### src/rtl/counter_seq_ctrl.sv
`default_nettype none
// ============================================================================
// Module      : counter_seq_ctrl
// Description : Sequencer for an external WIDTH-bit up-counter datapath.
//               Issues a one-cycle clear, then prescaled increment strobes
//               until the counter reaches the programmed terminal count,
//               pulses done, and either stops (one-shot) or restarts
//               (auto-reload).
// Revision    : 1.0 - initial release
// ----------------------------------------------------------------------------
// Ports:
//   clk         in   system clock, rising edge
//   rst_n       in   asynchronous active-low reset
//   ena         in   low freezes all state and silences the strobes
//   start       in   level, begins a sequence from IDLE
//   stop        in   level, aborts any sequence (beats start)
//   auto_reload in   latched at start: restart after done
//   prescale    in   latched at start: count every prescale+1 RUN cycles
//   terminal    in   latched at start: count value that ends the sequence
//   cnt_value   in   registered count from the datapath
//   cnt_clr     out  clear strobe to the counter
//   cnt_en      out  increment strobe to the counter
//   done        out  one-cycle pulse on terminal match
//   busy        out  high whenever the FSM is not IDLE
//   state       out  FSM state for debug (IDLE=0 CLEAR=1 RUN=2 WAIT=3)
//   irq         out  sticky completion flag (COUNTER_SEQ_IRQ_STICKY_EN only)
//   irq_clr     in   clears irq (COUNTER_SEQ_IRQ_STICKY_EN only)
// Optional feature macro: COUNTER_SEQ_IRQ_STICKY_EN
// ============================================================================
module counter_seq_ctrl #(
    parameter int WIDTH = 8,
    parameter int PS_W  = 4
) (
    input  logic             clk,
    input  logic             rst_n,
    input  logic             ena,
    input  logic             start,
    input  logic             stop,
    input  logic             auto_reload,
    input  logic [PS_W-1:0]  prescale,
    input  logic [WIDTH-1:0] terminal,
    input  logic [WIDTH-1:0] cnt_value,
    output logic             cnt_clr,
    output logic             cnt_en,
    output logic             done,
    output logic             busy,
    output logic [1:0]       state,
    output logic             irq,
    input  logic             irq_clr
);

    typedef enum logic [1:0] {
        S_IDLE  = 2'b00,
        S_CLEAR = 2'b01,
        S_RUN   = 2'b10,
        S_WAIT  = 2'b11
    } state_t;

    localparam logic [PS_W-1:0] c_ps_one = {{(PS_W-1){1'b0}}, 1'b1};

    state_t            r_state;
    state_t            w_state_nxt;
    logic [PS_W-1:0]   r_ps_cnt;
    logic [PS_W-1:0]   w_ps_cnt_nxt;
    logic [PS_W-1:0]   r_ps_shd;
    logic [WIDTH-1:0]  r_term_shd;
    logic              r_auto_shd;
    logic              w_latch;
    logic              w_match;
    logic              w_clr;
    logic              w_en;
    logic              w_done;

    // cnt_value already reflects the strobe of the previous cycle, so the
    // match is seen on the first cycle the counter sits at terminal.
    assign w_match = (cnt_value == r_term_shd);

    always_ff @(posedge clk or negedge rst_n) begin
        if (!rst_n) begin
            r_state    <= S_IDLE;
            r_ps_cnt   <= '0;
            r_ps_shd   <= '0;
            r_term_shd <= '0;
            r_auto_shd <= 1'b0;
        end else if (ena) begin
            r_state  <= w_state_nxt;
            r_ps_cnt <= w_ps_cnt_nxt;
            if (w_latch) begin
                r_ps_shd   <= prescale;
                r_term_shd <= terminal;
                r_auto_shd <= auto_reload;
            end
        end
    end

    // Everything below is qualified by ena: with ena low the strobes stay
    // quiet and the registers above hold, so operation resumes seamlessly.
    always_comb begin
        w_state_nxt  = r_state;
        w_ps_cnt_nxt = r_ps_cnt;
        w_latch      = 1'b0;
        w_clr        = 1'b0;
        w_en         = 1'b0;
        w_done       = 1'b0;
        if (ena) begin
            if (stop) begin
                w_state_nxt  = S_IDLE;
                w_ps_cnt_nxt = '0;
            end else begin
                case (r_state)
                    S_IDLE: begin
                        if (start) begin
                            w_latch     = 1'b1;
                            w_state_nxt = S_CLEAR;
                        end
                    end
                    S_CLEAR: begin
                        w_clr        = 1'b1;
                        w_ps_cnt_nxt = '0;
                        w_state_nxt  = S_RUN;
                    end
                    S_RUN: begin
                        if (w_match) begin
                            w_done      = 1'b1;
                            w_state_nxt = r_auto_shd ? S_CLEAR : S_WAIT;
                        end else if (r_ps_cnt == r_ps_shd) begin
                            w_en         = 1'b1;
                            w_ps_cnt_nxt = '0;
                        end else begin
                            w_ps_cnt_nxt = r_ps_cnt + c_ps_one;
                        end
                    end
                    S_WAIT: begin
                        // Wait for start to drop so a held start cannot
                        // immediately launch another one-shot.
                        if (!start) begin
                            w_state_nxt = S_IDLE;
                        end
                    end
                    default: begin
                        w_state_nxt = S_IDLE;
                    end
                endcase
            end
        end
    end

    assign cnt_clr = w_clr;
    assign cnt_en  = w_en;
    assign done    = w_done;
    assign busy    = (r_state != S_IDLE);
    assign state   = r_state;

`ifdef COUNTER_SEQ_IRQ_STICKY_EN
    logic r_irq;

    // Set beats clear so a completion coinciding with irq_clr is not lost.
    always_ff @(posedge clk or negedge rst_n) begin
        if (!rst_n) begin
            r_irq <= 1'b0;
        end else if (ena) begin
            if (w_done) begin
                r_irq <= 1'b1;
            end else if (irq_clr) begin
                r_irq <= 1'b0;
            end
        end
    end

    assign irq = r_irq;
`else
    logic w_unused_irq_clr;

    assign w_unused_irq_clr = irq_clr;
    assign irq              = 1'b0;
`endif

endmodule
`default_nettype wire

### config.mk
export PLATFORM = sky130hd
export DESIGN_NAME = counter_seq_ctrl
export DESIGN_NICKNAME = d
export VERILOG_FILES = /design/src/rtl/counter_seq_ctrl.sv
export SDC_FILE = /design/constraint.sdc
export NUM_CORES = 1
export LEC_CHECK = 0
export ABC_AREA = 0
export BUFFER_PORTS_ARGS = -buffer_cell sky130_fd_sc_hd__buf_2
export CAP_MARGIN = 20
export CORE_MARGIN = 2
export CORE_UTILIZATION = 30
export DETAILED_ROUTE_END_ITERATION = 12
export GPL_ROUTABILITY_DRIVEN = 0
export GPL_TIMING_DRIVEN = 0
export HOLD_SLACK_MARGIN = 0.06
export PLACE_DENSITY = 0.55
export REMOVE_ABC_BUFFERS = 1
export SLEW_MARGIN = 10
export SYNTH_ARGS = -nofsm -noshare
export SYNTH_HDL_FRONTEND = slang
export SYNTH_SLANG_ARGS = --single-unit
### constraint.sdc
create_clock -name clk -period 3.6 [get_ports clk]
set_clock_uncertainty 0.15 [all_clocks]
set_input_delay 0.54 -clock clk [delete_from_list [all_inputs] [get_ports clk]]
set_output_delay 0.54 -clock clk [all_outputs]
set_load 0.05 [all_outputs]
# Word-level counts from Yosys, hierarchy flattened
# Cells that the tools add are included.
# classes
add_sub_neg	1
n_eq_ne	9
mux	26
reduce_logical	6
# op_table
operator	n
$mux W1	16
$mux W4	3
$ne A3 B3 Y1 const B	4
$mux W2	5
$eq A8 B8 Y1	1
$pmux W2 S4	1
$pmux W4 S2	1
$add A4 B1 Y4 const B	1
$eq A2 B2 Y1 const B	2
$eq A4 B4 Y1	1
$reduce_and A4 Y1	1
$reduce_and A3 Y1	1
$reduce_bool A3 Y1	1
$eq A2 B1 Y1 const B	1
$logic_not A2 Y1	1
$reduce_and A2 Y1	1
$reduce_bool A2 Y1	1
# word_totals
register_bits	19
input_bits	27
out_inout_bits	7
word_cells	47

# Logic depth before layout (Yosys ltp)
# Gate-level depths: netlist of run 1.
# logic_depth
ltp_word	6
mapped_depth	6
ltp_nobuf	5

# Worst setup path after synthesis of run 1
# OpenSTA, ideal clock, no wires.
# synth_path
path_kind	flip-flop to output port
start	register r_state[1], in the netlist state[1]
end	output port cnt_en
arrival_time_ns	2.365
required_ns	2.910
path_slack_ns	0.545
stages_incl_launch_ff	5
path_buffers	1
path_cell_list	dfrtp_1 buf_6 nor3b_4 nand2_1 nor3b_1
# synth_between
elab_chain_len	4
# synth_lines
item	line	source
start, declared	61	state_t r_state;
start signal, assigned	86	r_state <= w_state_nxt;
$eq A2 B2 Y1	110	case (r_state)
$mux W1	110	
$mux W1	106	if (stop) begin
$mux W1	105	if (ena) begin
end, declared	44	output logic cnt_en,
# No other way between the ends.

# Final worst setup path of run 1
# layout_path
start	register r_ps_cnt[1]
end	output port cnt_en
# layout_between
elab_chain_len	6
# layout_lines
item	line	source
start, declared	63	logic [PS_W-1:0] r_ps_cnt;
start signal, assigned	87	r_ps_cnt <= w_ps_cnt_nxt;
$eq A4 B4 Y1	126	end else if (r_ps_cnt == r_ps_shd) begin
$mux W1	126	
$mux W1	123	if (w_match) begin
$mux W1	110	
$mux W1	106	
$mux W1	105	
# No other way between the ends.

==> impl_summary.txt, run 1 <==
----------------------------------------------------
[Floorplanning]
  Height of the chip ... 63.2 um
  Floorplan die area ... 3990 um^2
  Die outline width ... 63.2 um
  Starting density of the core ... 31.5%
  Area of the core region ... 3340 um^2
  Standard-cell row count ... 21
  Number of top-level pins ... 34

[Clock tree]
  CTS Hold Buffers Added ... 1
  Latest clock arrival within the worst-skew pair ... 0.30 ns
  Clock slew seen by the registers of the worst setup and hold paths ... 0.11 ns
  Gates resized, CTS repair ... 0
  Clock tree root driver cell ... sky130_fd_sc_hd__clkbuf_4
  Clock buffer count from CTS ... 3
  Maximum level of the CTS H-tree ... 1
  Largest buffer count on any clock path ... 2
  Number of clock sinks seen by CTS ... 19
  Post-CTS setup buffer count ... 0
  Clock tree from TritonCTS ... yes

[Yosys]
  Per-instance average area after synthesis ... 11.5 um^2
  Count of different cell masters after synthesis ... 35
  Leading post-synthesis cells by instance count ... sky130_fd_sc_hd__dfrtp_1 (19), sky130_fd_sc_hd__mux2_1 (10), sky130_fd_sc_hd__xnor2_1 (8)
  Portion of the post-synthesis area used by sequential elements ... 45.3%
  Netlist area before placement ... 1050 um^2
  Syn. warnings ... 0
  Most common cell in the netlist ... sky130_fd_sc_hd__dfrtp_1
  Flops & latches, synth ... 19
  Top cells by area, synth ... sky130_fd_sc_hd__dfrtp_1 (45%), sky130_fd_sc_hd__mux2_1 (11%), sky130_fd_sc_hd__xnor2_1 (6.7%)
  Largest area contributor in the synthesized netlist ... sky130_fd_sc_hd__dfrtp_1
  Synth async-reset ratio ... 100%
  Most used DFF post-synth ... sky130_fd_sc_hd__dfrtp_1
  Post-synthesis instance total ... 91
  Fraction of synthesized cell area taken by the top area cell type ... 45.3%
  Number of synthesized flops with an enable pin ... 0

[Detailed routing]
  Antenna Nets Post-Route ... 0
  Detailed router's first-iteration violation count ... 48
  Detailed-route via count ... 784
  Final Routed Wirelength ... 2020 um
  Ratio of routed vias to standard cells ... 4.61
  Length of the first detailed-routing pass in iterations ... 4
  Average wire per cell in the routed design ... 11.9 um
  Final routed DRC violation total ... 0

[Timing]
  Summed negative setup slack over all endpoints ... 0 ns
  Hold violation count in the final report ... 0
  Share of the clock period used by the worst path ... 72.4%
  Fmax ... 384 MHz
  Final critical delay including setup and external delays ... 2.61 ns
  Transition time at the pin with the least slew margin ... 0.583 ns
  Setup violation total in the final timing report ... 0
  Worst Setup Slack, final ... 0.994 ns
  Final number of max-transition violations ... 0
  Max-slew headroom at the worst pin ... 61.1%
  RSZ-0062 raised after global routing ... no

[Placement]
  Detailed placer's ending HPWL ... 1560 um
  Inst Count DP ... 165
  Placed cell areas ... 1240 um^2
  Worst setup slack after placement ... 1.20 ns
  Count of buffers inserted at the top-level ports ... 31

[Hold path]
  Hold WC Path Type ... in -> reg

[Power]
  Largest voltage drop on the vdd net ... 0.279 mV
  Total power per unit cell area ... 580 nW/um^2
  Leakage power of the design ... 0.578 nW

[Layout]
  Antenna diode instance count ... 0
  Final Non-Filler Cells ... 170
  Fill cell total of the finished layout ... 350
  Fraction of layout cells with a size suffix above 1 ... 33.9%
  Post-layout nets ... 153
  Final core occ ... 38.2%
  Final standard cell area without fillers ... 1280 um^2
  Growth of design area from synthesis to finish ... 21.6%

[Setup path]
  Worst setup path endpoint ... cnt_en
  Sort of element at the end of the critical path ... primary output
  Worst endpoint required time ... 2.91 ns
  Critical-path maximum fanout ... 5
  WS Path Type ... reg -> out
  Number of cells on the worst reg-to-reg path ... 4
  Crit path DAT ... 1.92 ns
  Startpoint of the worst-slack reg-to-reg timing path ... state[0]$_DFFE_PN0P_
  Terminus of the critical flop-to-flop path ... r_term_shd[1]$_DFFE_PN0P_
  Slack of the worst reg-to-reg path ... 1.65 ns
  Critical path launch point type ... flip-flop
  Crit path from ... r_ps_cnt[1]$_DFFE_PN0P_

[GRT]
  Total gr overflow ... 0
  Number of antenna violations at the first check in global routing ... 0
  Total Routing Usage GR ... 11.5%
  First-pass GRT wire length ... 3640 um
  Pin count of the biggest net entering global routing ... 20
  Via count of the first global-routing pass ... 777

[Status]
  Result of the run ... complete, no violations

[Flow run]
  Max-cap viol count ... 0

----------------------------------------------------
==> how the worst min path moves through the flow <==
stage                                       from                       to  slack (ns)  depth (start not counted)
after floorplan                            rst_n   r_auto_shd$_DFFE_PN0P_        0.09                          0
after global placement    r_auto_shd$_DFFE_PN0P_   r_auto_shd$_DFFE_PN0P_        0.34                          1
after detailed placement  r_auto_shd$_DFFE_PN0P_   r_auto_shd$_DFFE_PN0P_        0.35                          1
after CTS                            prescale[2]  r_ps_shd[2]$_DFFE_PN0P_        0.28                          2
after global routing                 prescale[3]  r_ps_shd[3]$_DFFE_PN0P_        0.28                          2
final                                prescale[2]  r_ps_shd[2]$_DFFE_PN0P_        0.29                          2
==> metrics by stage <==
| stage | power (mW) | hold slack (ns) |
|---|---|---|
| floorplan | 0.568 | 0.0944 |
| global placement | 0.628 | 0.342 |
| detailed placement | 0.638 | 0.345 |
| CTS | 0.751 | 0.281 |
| global route | 0.803 | 0.277 |
| finish | 0.740 | 0.290 |
==> kinds of logic after synthesis <==
logic type	after synthesis	share of synthesized area, %
and+or+nand+nor	27	16.8
DFF	19	45.3
muxes	15	15.9
xor gates and xnor gates	13	10.8
AOI/OAI and AO/OA	9	6.32
buffers and inverters	6	3.34
adders and majority gates	1	1.19
other	1	0.357
==> power by group <==
| part | total, mW | switching [mW] | internal (mW) |
|---|---|---|---|
| sequential | 0.357 | 0.0644 | 0.293 |
| combinational | 0.272 | 0.137 | 0.135 |
| clock | 0.111 | 0.0696 | 0.0414 |
==> critical path, cell delays in order, from the launching register on <==
cell                      delay, ns
sky130_fd_sc_hd__dfrtp_1       0.44
sky130_fd_sc_hd__xor2_1        0.16
sky130_fd_sc_hd__nor4_2        0.47
sky130_fd_sc_hd__nor3b_1       0.25
sky130_fd_sc_hd__buf_2         0.29
==> layout by cell type (no fill, tap or decap), types with 2 or more instances in the layout <==
cell	count
sky130_fd_sc_hd__clkbuf_4	3
sky130_fd_sc_hd__o21ai_1	2
sky130_fd_sc_hd__nand4_1	2
sky130_fd_sc_hd__mux2i_1	2
sky130_fd_sc_hd__dfrtp_1	19
sky130_fd_sc_hd__nor2_1	3
sky130_fd_sc_hd__xor2_1	5
sky130_fd_sc_hd__o22ai_1	2
sky130_fd_sc_hd__xnor2_1	8
sky130_fd_sc_hd__nor3b_1	2
sky130_fd_sc_hd__mux2_2	3
sky130_fd_sc_hd__mux2_1	10
sky130_fd_sc_hd__inv_1	3
sky130_fd_sc_hd__buf_2	31
sky130_fd_sc_hd__nand3_1	4
sky130_fd_sc_hd__nand2_1	5
==> sequential cells by signal, indices dropped and copies added, names as in the netlist <==
name	flops
r_auto_shd	1
r_ps_cnt	4
r_ps_shd	4
r_term_shd	8
state	2
==> final cells by class <==
type | count | area, um^2 | share of cell area, %
tap | 46 | 57.6 | 4.51
multi-input combinational | 66 | 539 | 42.3
timing repair buffer | 32 | 165 | 12.9
sequential | 19 | 475 | 37.3
clock buffer | 3 | 22.5 | 1.76
inverter | 3 | 11.3 | 0.882
clock inverter | 1 | 5.00 | 0.392
==> metal layers <==
metal / track usage [%] / routed length (um) / up-vias
met5: 0 / 0 / -
met4: 2.50 / 0 / 0
met3: 4.29 / 136 / 0
met2: 17.8 / 939 / 30
met1: 15.3 / 947 / 369
li1: - / - / 385
Power figures use the tool's default switching activity.
==> run 2, diff against run 1 <==
--- a/config.mk
+++ b/config.mk
@@ -14,7 +14,7 @@
 export GPL_ROUTABILITY_DRIVEN = 0
 export GPL_TIMING_DRIVEN = 0
 export HOLD_SLACK_MARGIN = 0.06
-export PLACE_DENSITY = 0.55
+export PLACE_DENSITY = 0.57
 export REMOVE_ABC_BUFFERS = 1
 export SLEW_MARGIN = 10
 export SYNTH_ARGS = -nofsm -noshare
==> constraint.sdc (replaced) <==
create_clock -name clk -period 2.1 [get_ports clk]
set_clock_uncertainty 0.15 [all_clocks]
set_input_delay 0.315 -clock clk [delete_from_list [all_inputs] [get_ports clk]]
set_output_delay 0.315 -clock clk [all_outputs]
set_load 0.05 [all_outputs]
==> impl_summary.txt, run 2 (synthesized netlist as in run 1, its figures left out) <==
----------------------------------------------------
[Hold path]
  Number of cells on the worst hold path ... 2 (unchanged)
  Hold WC Path Type ... in -> reg
  Worst hold path startpoint ... terminal[0]

[Power]
  Comb power frac ... 42.1% (+5.3 points)
  Seq pwr share ... 44.3% (-3.9 points)
  Net switching component of the power ... 501 uW (+85%)
  Power share of the clock group ... 13.5% (-1.5 points)
  Leakage power of the design ... 0.629 nW (+8.8%)
  Largest voltage drop on the vdd net ... 0.465 mV (+67%)
  Internal power of the cells ... 869 uW (+85%)
  Net switching share of the total power ... 36.6% (-0.065 points)
  Total power per unit cell area ... 977 nW/um^2 (+68%)

[GRT]
  First-pass GRT wire length ... 3630 um (-0.38%)
  Pin count of the biggest net entering global routing ... 20 (unchanged)
  Number of antenna violations at the first check in global routing ... 0 (unchanged)
  Total gr overflow ... 0 (unchanged)
  Via count of the first global-routing pass ... 854 (+9.9%)
  Total Routing Usage GR ... 11.6% (+0.085 points)

[Layout]
  Top register by number of flip-flops ... r_term_shd
  Top flop regs ... r_term_shd (8), r_ps_cnt (4), r_ps_shd (4)
  Antenna diode instance count ... 0 (unchanged)
  Post-layout nets ... 163 (+6.5%)
  Number of flip-flops in the largest register ... 8 (unchanged)
  Final core occ ... 42.0% (+3.8 points)
  Fraction of layout cells with a size suffix above 1 ... 43.3% (+9.4 points)
  Fill cell total of the finished layout ... 334 (-4.6%)
  Most frequent cells in the layout ... sky130_fd_sc_hd__buf_2 (29), sky130_fd_sc_hd__dfrtp_1 (17), sky130_fd_sc_hd__mux2_1 (10), sky130_fd_sc_hd__buf_4 (10), sky130_fd_sc_hd__xnor2_1 (8)
  Most frequent standard cell in the layout excluding fill and tap cells ... sky130_fd_sc_hd__buf_2
  Growth of design area from synthesis to finish ... 33.6%

[Timing]
  Hold violation count in the final report ... 0 (unchanged)
  Final critical delay including setup and external delays ... 2.08 ns
  Setup violation total in the final timing report ... 0 (unchanged)
  Fmax ... 481 MHz
  Min Hold Slack ... 0.0727 ns (-0.217 ns)
  RSZ-0062 raised after global routing ... yes
  Share of the clock period used by the worst path ... 99.0%
  Final number of max-transition violations ... 0 (unchanged)

[Placement]
  Count of buffers inserted at the top-level ports ... 31 (unchanged)
  Detailed placer's ending HPWL ... 1560 um (-0.15%)

[Clock tree]
  Maximum level of the CTS H-tree ... 1 (unchanged)
  Clock slew seen by the registers of the worst setup and hold paths ... 0.11 ns (about the same)
  Clock tree from TritonCTS ... yes
  Latest clock arrival within the worst-skew pair ... 0.29 ns (about the same)
  Clock tree root driver cell ... sky130_fd_sc_hd__clkbuf_4
  Largest buffer count on any clock path ... 2 (unchanged)
  Number of clock sinks seen by CTS ... 19 (unchanged)
  Clock buffer count from CTS ... 3 (unchanged)

[Floorplanning]
  Starting density of the core ... 31.5% (unchanged)
  Die outline width ... 63.2 um (unchanged)
  Standard-cell row count ... 21 (unchanged)
  Area of the core region ... 3340 um^2 (unchanged)
  Height of the chip ... 63.2 um (unchanged)
  Number of top-level pins ... 34 (unchanged)
  Floorplan die area ... 3990 um^2 (unchanged)

[Setup path]
  Number of cells on the worst reg-to-reg path ... 6 (+2)
  Critical-path maximum fanout ... 2 (-3)
  Critical path launch point type ... flip-flop
  Worst endpoint required time ... 1.63 ns (-1.28 ns)
  Crit path from ... r_ps_cnt[1]$_DFFE_PN0P_
  Crit path DAT ... 1.61 ns (-0.31 ns)
  Terminus of the critical flop-to-flop path ... state[1]$_DFFE_PN0P_
  Worst setup path endpoint ... cnt_en
  Startpoint of the worst-slack reg-to-reg timing path ... r_term_shd[1]$_DFFE_PN0P_
  Sort of element at the end of the critical path ... primary output
  WS Path Type ... reg -> out
  Slack of the worst reg-to-reg path ... 0.28 ns (-1.37 ns)

[Detailed routing]
  Antenna Nets Post-Route ... 0 (unchanged)
  Ratio of routed vias to standard cells ... 4.67 (+1.2%)
  Average wire per cell in the routed design ... 11.8 um (-1.1%)
  Final Routed Wirelength ... 2120 um (+4.7%)
  Length of the first detailed-routing pass in iterations ... 3 (-1)
  Detailed-route via count ... 840 (+7.1%)
  Detailed router's first-iteration violation count ... 4 (-92%)
  Final routed DRC violation total ... 0 (unchanged)

[Status]
  Result of the run ... complete, no violations

[Flow run]
  Max-cap viol count ... 0 (unchanged)

----------------------------------------------------
==> run 2: cell types whose count changed in the layout (fill, tap and decap cells not counted), moves of 2 or more <==
cell / before / now
sky130_fd_sc_hd__dfrtp_1: 19 / 17
sky130_fd_sc_hd__nand2_1: 5 / 3
sky130_fd_sc_hd__buf_6: 0 / 2
sky130_fd_sc_hd__buf_4: 0 / 10
sky130_fd_sc_hd__dfrtp_2: 0 / 2
sky130_fd_sc_hd__nand2_2: 0 / 2
sky130_fd_sc_hd__buf_2: 31 / 29
==> run 2: worst max-delay path: stages (launching register included) <==
cell and delay [ns]:
sky130_fd_sc_hd__dfrtp_1 0.43, sky130_fd_sc_hd__xor2_1 0.18, sky130_fd_sc_hd__nor4_4 0.30, sky130_fd_sc_hd__nor3b_4 0.23, sky130_fd_sc_hd__buf_6 0.18
==> run 2: through the flow <==
| stage | cells | power [mW] | setup TNS (ns) | instance area (um^2) | setup slack (ns) |
|---|---|---|---|---|---|
| after floorplan | 88 | 0.974 | -4.18 | 1030 | -0.748 |
| after global placement | 165 | 1.08 | 0 | 1240 | 0.0255 |
| after detailed placement | 165 | 1.09 | 0 | 1240 | 0.00303 |
| after CTS | 174 | 1.34 | -0.0197 | 1350 | -0.0197 |
| after global routing | 180 | 1.47 | -0.132 | 1400 | -0.0734 |
| final | 180 | 1.37 | 0 | 1400 | 0.0211 |
==> run 2: per-layer routing <==
layer / global-route usage, % / share of wire, % / vias to the layer above / routed length (um)
met2: 19.3 / 48 / 28 / 1010
met4: 5.00 / 2.0 / 0 / 43
li1: - / - / 406 / -
met5: 0 / 0 / - / 0
met3: 3.57 / 7.1 / 6 / 151
met1: 13.8 / 43 / 400 / 910
==> run 2: power groups by stage <==
stage | Sequential, mW | Combinational, mW | Clock, mW
after CTS | 0.623 | 0.523 | 0.191
after detailed placement | 0.628 | 0.467 | 0
after global placement | 0.621 | 0.455 | 0
after global routing | 0.626 | 0.638 | 0.205
final | 0.607 | 0.577 | 0.185
after floorplan | 0.636 | 0.339 | 0
==> run 2: what timing repair did <==
item                                   in CTS  in global routing
pin swaps                                   1                  5
resized for setup                          10                  4
hold buffers                                1                  0
setup buffers                               4                  6
endpoints found under the hold margin      19                  0
cloned                                      0                  0
setup endpoints to repair                   2                  5
==> run 2: final cells by class <==
class | instances | area, um^2 | area share (%)
Tap cell | 46 | 57.6 | 4.10
Inverter | 3 | 11.3 | 0.803
Multi-Input combinational cell | 66 | 577 | 41.1
Sequential cell | 19 | 478 | 34.1
Timing Repair Buffer | 42 | 253 | 18.0
Clock buffer | 4 | 26.3 | 1.87
==> run 2: worst min-delay path by stage <==
stage and end:
3_5_place_dp r_term_shd[1]$_DFFE_PN0P_, 6_report r_term_shd[0]$_DFFE_PN0P_, 5_1_grt r_term_shd[2]$_DFFE_PN0P_, 4_1_cts r_term_shd[0]$_DFFE_PN0P_, 3_3_place_gp r_term_shd[1]$_DFFE_PN0P_, 2_1_floorplan r_auto_shd$_DFFE_PN0P_
